<file path="config.mk">
export PLATFORM = sky130hd
export DESIGN_NAME = decode_stage
export DESIGN_NICKNAME = d
export VERILOG_FILES = /design/src/rtl/decode_stage.sv
export SDC_FILE = /design/constraint.sdc
export NUM_CORES = 1
export LEC_CHECK = 0
export ABC_CLOCK_PERIOD_IN_PS = 9100
export BUFFER_PORTS_ARGS = -buffer_cell sky130_fd_sc_hd__buf_2
export CORE_ASPECT_RATIO = 0.75
export CORE_MARGIN = 1.5
export CORE_UTILIZATION = 45
export DETAILED_ROUTE_END_ITERATION = 6
export GPL_TIMING_DRIVEN = 0
export MAX_ROUTING_LAYER = met4
export PLACE_DENSITY_LB_ADDON = 0.05
export SETUP_SLACK_MARGIN = 0.5
export SYNTH_ARGS = -nofsm -noshare
export SYNTH_HDL_FRONTEND = slang
export SYNTH_SLANG_ARGS = --single-unit
</file>
<file path="constraint.sdc">
create_clock -name clk -period 9.1 [get_ports clk]
set_input_delay 1.365 -clock clk [delete_from_list [all_inputs] [get_ports clk]]
set_output_delay 1.365 -clock clk [all_outputs]
set_load 0.03 [all_outputs]
</file>
<file path="src/rtl/decode_stage.sv">
// RV64I decode stage: a 2-entry skid buffer of {pc, instr, decoded fields} between fetch and execute.
// Decode is combinational on f_instr and captured on accept; f_ready is a pure flop output.
module decode_stage #(
  parameter int XLEN     = 64,
  parameter int PC_WIDTH = 32
) (
  input  logic                clk,
  input  logic                rst,
  input  logic                flush,
  input  logic                f_valid,
  input  logic [PC_WIDTH-1:0] f_pc,
  input  logic [31:0]         f_instr,
  output logic                f_ready,
  output logic                d_valid,
  input  logic                d_ready,
  output logic [PC_WIDTH-1:0] d_pc,
  output logic [31:0]         d_instr,
  output logic [6:0]          d_opcode,
  output logic [2:0]          d_funct3,
  output logic [6:0]          d_funct7,
  output logic [4:0]          d_rd,
  output logic [4:0]          d_rs1,
  output logic [4:0]          d_rs2,
  output logic [XLEN-1:0]     d_imm,
  output logic                d_illegal
);

  typedef enum logic [2:0] {
    FMT_R, FMT_I, FMT_S, FMT_B, FMT_U, FMT_J, FMT_BAD
  } fmt_e;

  typedef struct packed {
    logic [PC_WIDTH-1:0] pc;
    logic [31:0]         instr;
    logic [4:0]          rd;
    logic [4:0]          rs1;
    logic [4:0]          rs2;
    logic [XLEN-1:0]     imm;
    logic                illegal;
  } entry_t;

  fmt_e   fmt;
  entry_t new_e;
  entry_t main_d, main_q;
  entry_t skid_d, skid_q;
  logic   main_valid_d, main_valid_q;
  logic   skid_valid_d, skid_valid_q;
  logic   f_ready_d, f_ready_q;
  logic   accept, consume;

  always_comb begin
    unique case (f_instr[6:0])
      7'b0110111, 7'b0010111: fmt = FMT_U;
      7'b1101111:             fmt = FMT_J;
      7'b1100111, 7'b0000011, 7'b0010011, 7'b0011011,
      7'b1110011, 7'b0001111: fmt = FMT_I;
      7'b0100011:             fmt = FMT_S;
      7'b1100011:             fmt = FMT_B;
      7'b0110011, 7'b0111011: fmt = FMT_R;
      default:                fmt = FMT_BAD;
    endcase
    if (f_instr[1:0] != 2'b11) fmt = FMT_BAD;
  end

  always_comb begin
    new_e         = '0;
    new_e.pc      = f_pc;
    new_e.instr   = f_instr;
    new_e.rd      = f_instr[11:7];
    new_e.rs1     = f_instr[19:15];
    new_e.rs2     = f_instr[24:20];
    new_e.illegal = (fmt == FMT_BAD);
    unique case (fmt)
      FMT_I: begin
        new_e.rs2 = '0;
        new_e.imm = {{(XLEN-12){f_instr[31]}}, f_instr[31:20]};
      end
      FMT_S: begin
        new_e.rd  = '0;
        new_e.imm = {{(XLEN-12){f_instr[31]}}, f_instr[31:25], f_instr[11:7]};
      end
      FMT_B: begin
        new_e.rd  = '0;
        new_e.imm = {{(XLEN-13){f_instr[31]}}, f_instr[31], f_instr[7],
                     f_instr[30:25], f_instr[11:8], 1'b0};
      end
      FMT_U: begin
        new_e.rs1 = '0;
        new_e.rs2 = '0;
        new_e.imm = {{(XLEN-32){f_instr[31]}}, f_instr[31:12], 12'b0};
      end
      FMT_J: begin
        new_e.rs1 = '0;
        new_e.rs2 = '0;
        new_e.imm = {{(XLEN-21){f_instr[31]}}, f_instr[31], f_instr[19:12],
                     f_instr[20], f_instr[30:21], 1'b0};
      end
      default: new_e.imm = '0;
    endcase
  end

  assign accept  = f_valid & f_ready_q & ~flush;
  assign consume = main_valid_q & d_ready;

  // f_ready was low whenever skid is valid, so a refill of skid never coincides with draining it.
  always_comb begin
    main_d       = main_q;
    skid_d       = skid_q;
    main_valid_d = main_valid_q;
    skid_valid_d = skid_valid_q;
    if (flush) begin
      main_valid_d = 1'b0;
      skid_valid_d = 1'b0;
    end else if (consume) begin
      if (skid_valid_q) begin
        main_d       = skid_q;
        skid_valid_d = 1'b0;
      end else if (accept) begin
        main_d       = new_e;
      end else begin
        main_valid_d = 1'b0;
      end
    end else if (accept) begin
      if (main_valid_q) begin
        skid_d       = new_e;
        skid_valid_d = 1'b1;
      end else begin
        main_d       = new_e;
        main_valid_d = 1'b1;
      end
    end
    f_ready_d = ~skid_valid_d;
  end

  always_ff @(posedge clk or posedge rst) begin
    if (rst) begin
      main_q       <= '0;
      skid_q       <= '0;
      main_valid_q <= 1'b0;
      skid_valid_q <= 1'b0;
      f_ready_q    <= 1'b1;
    end else begin
      main_q       <= main_d;
      skid_q       <= skid_d;
      main_valid_q <= main_valid_d;
      skid_valid_q <= skid_valid_d;
      f_ready_q    <= f_ready_d;
    end
  end

  assign f_ready   = f_ready_q;
  assign d_valid   = main_valid_q;
  assign d_pc      = main_q.pc;
  assign d_instr   = main_q.instr;
  assign d_opcode  = main_q.instr[6:0];
  assign d_funct3  = main_q.instr[14:12];
  assign d_funct7  = main_q.instr[31:25];
  assign d_rd      = main_q.rd;
  assign d_rs1     = main_q.rs1;
  assign d_rs2     = main_q.rs2;
  assign d_imm     = main_q.imm;
  assign d_illegal = main_q.illegal;

endmodule
</file>
* After elaboration in Yosys (flattened, before gate mapping)
Index checks and enable logic that the tools add are counted.
** Cells by class
- Equal/unequal tests :: 23
- Multiplexer cells :: 20
- Bitwise operators :: 6
- Reductions and logical operators :: 12
** Operator list (number)
- 144-bit 2-to-1 mux :: 5
- 64-bit case mux with 5 select lines :: 1
- 7-bit by 6-bit equality test with 1-bit output (second input constant) :: 4
- 7-bit equality test (second input constant) :: 4
- 7-bit by 5-bit equality test with 1-bit output (second input constant) :: 3
- 3-bit case mux with 6 select lines :: 1
- 5-bit 2-to-1 mux :: 3
- 3-bit equality test (second input constant) :: 3
- 1-bit 2-to-1 mux :: 9
- 4-bit AND reduction :: 2
- 2-bit OR reduction :: 4
- 7-bit by 2-bit equality test with 1-bit output (second input constant) :: 1
- 7-bit by 4-bit equality test with 1-bit output (second input constant) :: 1
- 3-bit by 2-bit equality test with 1-bit output (second input constant) :: 2
- 3-bit != test (second input constant) :: 2
- 6-bit OR reduction :: 1
- 2-bit nonzero test :: 2
- 1-bit bitwise AND :: 3
- 3-bit by 1-bit equality test with 1-bit output (second input constant) :: 1
- 3-bit 2-to-1 mux :: 1
- 1-bit inverter :: 3
- 3-bit AND reduction :: 1
- 3-bit nonzero test :: 1
- 3-bit OR reduction :: 1
- other kinds (2) :: 2
** Storage, ports and cells
- Register bits :: 291
- Input bits :: 69
- Output and inout port bits :: 163
- Word-level logic and storage cells :: 78

* Longest topological paths before layout
Gate-level depths: netlist (run 1).
- Word-level depth :: 10
- Gate-level depth with buffers :: 7
- Mapped depth without buffers :: 5

* Worst setup path before layout (run 1)
Ideal clock, no wire load.
- Kind :: in2reg
- From :: input f_instr[2]
- To :: register main_q, in the netlist d_rs2[0]
- Setup time :: 0.119 ns
- Data arrival time :: 2.693 ns
- Path slack :: 6.288 ns
- Stages on the path :: 6
- Buffers on the path :: 1
- Cells stage by stage :: buf_2 > or4b_1 > a21boi_0 > a31oi_1 > o21ai_0 > o21a_1
** On the way
- Cells in the longest elaborated chain, start to end :: 10
- Elaborated cells between the ends (all ways) :: 28
- Classes of those cells :: 16 x eq/ne; 8 x mux; 4 x reduce/logical
** Ends and longest elaborated chain
- start, declared :: line 12 : input logic [31:0] f_instr,
- 7-bit equality test, or another cell as far along :: line 52 : unique case (f_instr[6:0])
- 6-bit OR reduction or 2-bit OR reduction (tied branches) :: line 52
- 3-bit case mux with 6 select lines * :: line 52
- 3-bit 2-to-1 mux * :: line 62 : if (f_instr[1:0] != 2'b11) fmt = FMT_BAD;
- 3-bit equality test or 3-bit by 1-bit equality test with 1-bit output (tied branches) :: line 73 : unique case (fmt)
- 3-bit OR reduction (no line) *
- 5-bit 2-to-1 mux * :: line 73
- 144-bit 2-to-1 mux (on tied branches) :: line 124, 118
- 144-bit 2-to-1 mux (on tied branches) :: line 123, 115
- 144-bit 2-to-1 mux * :: line 114 : end else if (consume) begin
- end signal, assigned :: line 143 : main_q <= main_d;
- end, declared :: line 44 : entry_t main_d, main_q;
Mark *: on every way between the ends. The rest lies on a longest branch, timed or not. The select of a mux whose other input is x is not followed.
A chain may end at the register's enable or synchronous reset.

==> out/results.ini, run 1 <==
[status]
status = finished clean

[sta]
fin_tns_setup_ns = 0
finalSetupViolations = 0
hold_viol = 0
rsz0062_at_grt = false
finalCritPeriodShare_pct = 35.94
relSlewSlack_pct = 35.67
fmax_mhz = 305.7
min_period_ns = 3.271
maxSlewViolCount = 0
tightest_slew_ns = 0.9614
finClkSkew_ns = 0.01325

[synthesis]
syn_inst = 1186
ys_seq_elements = 227
yosysWarnings = 0
ys_types = 55
syn_area_um2 = 10370
synth_top_area_share_pct = 54.53
async_reset_ff_share_pct = 100.0
synth.avg_cell_area_um2 = 8.745
synth.largest_area_cell = dfrtp_1
synth_area_leaders = dfrtp_1 55%, nand2_1 14%, a31oi_1 4.9%
syn_nets = 1255
synthFlopType = dfrtp_1
ys_seq_area_share_pct = 54.78
synth_edf_count = 0
yosysMostFrequentCell = nand2_1
synthTopCellsByCount = 399 x nand2_1, 226 x dfrtp_1, 106 x nor2_1, 81 x a31oi_1, 62 x clkbuf_1

[detailed_routing]
initialDrtViolationCount = 787
wl_per_cell_um = 17.58
drt-pass1-iter-count = 5
viasPerCell = 5.319
vias = 9314
drc = 0
ant_nets = 0
wl_mm = 30.79

[grt]
met1_usage_pct = 38.49
grt_busiest_layer = met2
grt.overflow.total = 0
grt_pass1_vias = 8719
grt_util_met2_pct = 38.87
grt_usage_pct = 26.35
grt_pass1_wl_mm = 47.91
grtUsageMet3_pct = 4.082
antenna_found_initial = 1
grt_max_degree = 116

[worst_setup_path]
path_max_fanout = 34
crit_required_ns = 7.74
cp-end-kind = output port
worstSetupStartpointType = flip-flop
crit_type = reg2out
arrival_ns = 1.91

[placed_design]
dpl_cell_area_um2 = 11920
gp_congestion = 0.9449
portBuffers = 228
dp_hpwl_mm = 21.52

[floorplanning]
die_w_um = 178.3
start_util_pct = 46.41
die_y_um = 134.5
die_area_um2 = 23980
core_area_um2 = 22350
ios = 232
row_count = 47

[pwr]
total_power_mw = 2.898
p_leak_nw = 6.371
vdd_drop_max_mv = 0.1621
p_per_area_nw_per_um2 = 229.5

[clock_network]
cts_num_sinks = 227
cts_setup_buffers = 0
clk_latency_ns = 0.52
path_clk_slew_ns = 0.06
htreeDepth = 1
ctsLongestPathBuffers = 3
cts_tree = yes
root_buffer = clkbuf_16
holdBufCountCts = 0
cts_buffers = 23
post_cts_resize_count = 0

[layout]
area_growth_pct = 21.76
drive_above_1_share_pct = 23.42
fin_nets = 1509
final_area_um2 = 12630

[hold_path]
hp-class = reg2reg

[flow_run]
drv_cap = 0

## cell type report
cell class / instances / area [um^2]
diodes: 1 / 2.502
plain buffers: 131 / 698.2
clock buffers: 34 / 646.9
clock inverters: 7 / 63.81
fillers: 2119 / 9718
inverters: 4 / 22.52
multi-input cells: 824 / 3976
flip-flops and latches: 227 / 5682
well taps: 294 / 367.9
repair buffers: 229 / 1169
## path summary, 6_finish.rpt
| path | from | end | slack [ns] | cells after the start |
|---|---|---|---|---|
| worst max-delay path | d_imm[62] | d_imm[44] | 5.83 | 2 |
| worst min-delay path | skid_q[12] | skid_q[12] | 0.47 | 2 |
| worst max register to register | d_valid | d_rd[3] | 6.58 | 6 |
| worst min register to register | skid_q[12] | skid_q[12] | 0.47 | 2 |
| max in group asynchronous | rst | skid_q[85] | 7.04 | 3 |
| min in group asynchronous | rst | skid_q[115] | 0.99 | 2 |
## per-layer routing
metal	wire length, um	share of wire [%]
met1	14620	47
met5	0	0
met2	13580	44
met3	1953	6.3
met4	635	2.1
## placed cells by master (no fill, tap or decap), types with 2 or more instances in the layout
cell type,count
a211o_1,14
or3_1,3
buf_4,49
a31oi_1,81
o21bai_1,5
a211oi_1,10
o21ai_0,25
a21o_1,4
a211oi_2,2
dfrtp_1,226
clkbuf_1,70
o31ai_1,7
o221ai_1,2
buf_1,2
nand4b_1,8
nand2b_1,4
a22o_1,6
nand2_1,399
nor3_1,15
clkbuf_8,3
and2_1,9
inv_1,3
nand3_1,26
and3_1,17
nor2b_1,3
o21a_1,5
clkbuf_16,23
o211ai_1,9
a21oi_1,36
buf_2,245
nand3b_1,3
nor3b_1,3
clkinv_2,5
nor2_1,106
## power breakdown
part / switching [mW] / internal (mW) / leakage, nW
clock network: 0.397 / 0.521 / 0.353
logic: 0.454 / 0.218 / 3.24
registers: 0.108 / 1.20 / 2.78
## metrics by stage
| stage | hold slack [ns] | util [%] | instances | setup WS [ns] |
|---|---|---|---|---|
| 2_1_floorplan | 0.4418 | - | 1186 | 1.517 |
| 3_3_place_gp | 0.4542 | 53.16 | 1708 | -1.306 |
| 3_5_place_dp | 0.4619 | 53.32 | 1709 | 5.592 |
| 4_1_cts | 0.4766 | 56.50 | 1750 | 5.813 |
| 5_1_grt | 0.4969 | 56.51 | 1751 | 5.683 |
| 6_report | 0.4734 | 56.51 | 1751 | 5.829 |
## sequential cells by signal, summed over array words and instances (netlist names)
signal,count
d_pc,32
d_valid,1
d_illegal,1
f_ready,1
d_instr,32
d_rs1,5
d_rs2,5
skid_valid_q,1
d_rd,5
skid_q,112
d_imm,32
## worst max-delay path: stages (launching register included)
cell,delay [ns]
dfrtp_1,0.97
buf_4,0.23
buf_2,0.19
## logic make-up (layout without fill, tap and decap cells)
kind of cell,count (synthesis),count (layout),synth area share [%]
XOR/XNOR,1,1,0.08446
multiplexers,1,1,0.1086
buffers and inverters,135,405,6.876
AO/OA/AOI/OAI,219,219,14.04
other,0,1,0
flip-flops,227,227,54.78
AND/OR/NAND/NOR,603,603,24.10
(Power assumes the default switching activity.)
==> inputs of run 2 (changes only) <==
--- a/config.mk
+++ b/config.mk
@@ -5,7 +5,7 @@
 export SDC_FILE = /design/constraint.sdc
 export NUM_CORES = 1
 export LEC_CHECK = 0
-export ABC_CLOCK_PERIOD_IN_PS = 9100
+export ABC_CLOCK_PERIOD_IN_PS = 2700
 export BUFFER_PORTS_ARGS = -buffer_cell sky130_fd_sc_hd__buf_2
 export CORE_ASPECT_RATIO = 0.75
 export CORE_MARGIN = 1.5
==> constraint.sdc (replaced) <==
create_clock -name clk -period 2.7 [get_ports clk]
set_input_delay 0.405 -clock clk [delete_from_list [all_inputs] [get_ports clk]]
set_output_delay 0.405 -clock clk [all_outputs]
set_load 0.03 [all_outputs]
==> out/results.ini, run 2 (synthesis gave the netlist of run 1 again) <==
[status]
status = complete, but fails checks
violations = negative hold slack

[layout]
top_register = skid_q
final_common_cell = nand2_1
layout_common_cells = 399 x nand2_1, 246 x buf_2, 225 x dfrtp_1, 104 x nor2_1, 81 x a31oi_1
fin_nets = 1516
largest_reg_flops = 112
area_growth_pct = 23.80
post-route-util_pct = 57.46
antenna_cells = 0
final_area_um2 = 12840
drive_above_1_share_pct = 26.45

[clock_network]
htreeDepth = 1
cts_tree = yes
root_buffer = clkbuf_16
cts_num_sinks = 227
clk_latency_ns = 0.52
cts_buffers = 24
ctsLongestPathBuffers = 3
path_clk_slew_ns = 0.06

[sta]
finalHoldWorstSlack_ns = -0.005399
relSlewSlack_pct = 52.25
maxSlewViolCount = 0
tightest_slew_ns = 0.7087
min_period_ns = 2.095
hold_viol = 15
fmax_mhz = 477.3
finalSetupViolations = 0
finClkSkew_ns = 0.01175
rsz0062_at_grt = true
finalCritPeriodShare_pct = 77.60

[worst_setup_path]
crit_type = reg2reg
crit_slowest_cell = dfstp_2
arrival_ns = 2.51
path_common_cell = nand2_1
path_max_fanout = 10
worstPathCellList = nand2_1 -> or3_1 -> buf_2 -> clkbuf_2 -> clkbuf_2 -> nand2_1 -> nand2_1
slowest_delay_ns = 0.53
crit_required_ns = 3.11
worstSetupStartpointType = flip-flop
cp-end-kind = flip-flop

[floorplanning]
start_util_pct = 46.41
die_y_um = 134.5
die_area_um2 = 23980
row_count = 47
ios = 232
die_w_um = 178.3
core_area_um2 = 22350

[flow_run]
drv_cap = 0

[hold_path]
hp-class = in2async

[pwr]
p_leak_nw = 6.538
p_per_area_nw_per_um2 = 769.9
total_power_mw = 9.885
vdd_drop_max_mv = 0.4820

[grt]
grt.overflow.total = 0
grt_pass1_wl_mm = 48.71
antenna_found_initial = 0
grt_pass1_vias = 8730
grt_max_degree = 42
grt_usage_pct = 26.87

[detailed_routing]
wl_per_cell_um = 17.66
ant_nets = 0
wl_mm = 31.03
initialDrtViolationCount = 704
drc = 0
drt-pass1-iter-count = 7
viasPerCell = 5.323
vias = 9353

[placed_design]
dpl_cell_area_um2 = 12000
dp_hpwl_mm = 22.05
portBuffers = 228
gp_congestion = 0.9150

run 2: cell type report:
class	count	area (um^2)
fill	2147	9507
sequential	227	5683
multi-input combinational	824	3998
timing repair buffer	235	1281
buffer	131	747.0
clock buffer	39	718.2
tap	294	367.9
clock inverter	3	26.28
inverter	4	18.77
run 2: per-layer routing:
layer / GRT usage [%] / part of all wire (%)
met1: 39.21 / 47
met3: 4.279 / 6.8
met5: - / 0
met4: 5.185 / 1.7
met2: 39.93 / 44
run 2: worst paths after layout:
check | startpoint | to | slack, ns | depth (start not counted)
setup / recovery | f_ready | skid_q[112] | 0.60 | 7
hold / removal | rst | skid_q[83] | -0.005 | 2
setup reg to reg | f_ready | skid_q[112] | 0.60 | 7
hold reg to reg | skid_q[12] | skid_q[12] | 0.47 | 2
max in group asynchronous | rst | skid_q[118] | 1.39 | 6
min in group clk | f_pc[15] | skid_q[127] | 0.09 | 3
run 2: stage by stage:
step / std cells / TNS, ns / worst slack (ns)
after floorplan: 1186 / -151.46 / -0.6702
after global placement: 1708 / -496.64 / -2.222
after detailed placement: 1714 / 0 / 0.1710
after CTS: 1756 / 0 / 0.5041
after global routing: 1757 / 0 / 0.4699
final: 1757 / 0 / 0.6048
run 2: critical path, delay by kind of cell, from the launching register on:
kind	cells	cell delay, ns
buf+inv	3	0.79
simple gates	4	0.65
flops	1	0.53
run 2: power by group:
part,leakage (nW),switching [mW],internal (mW)
clock network,0.363,1.36,1.82
registers,2.78,0.372,4.05
logic,3.40,1.53,0.759
run 2: timing repair:
action                                  CTS  global route
gates resized for setup                  24            39
setup buffers                             0             1
endpoints found under the setup margin  208           132
hold buffers                              0             0
gates cloned                              0             0
pin swaps                                 0             1
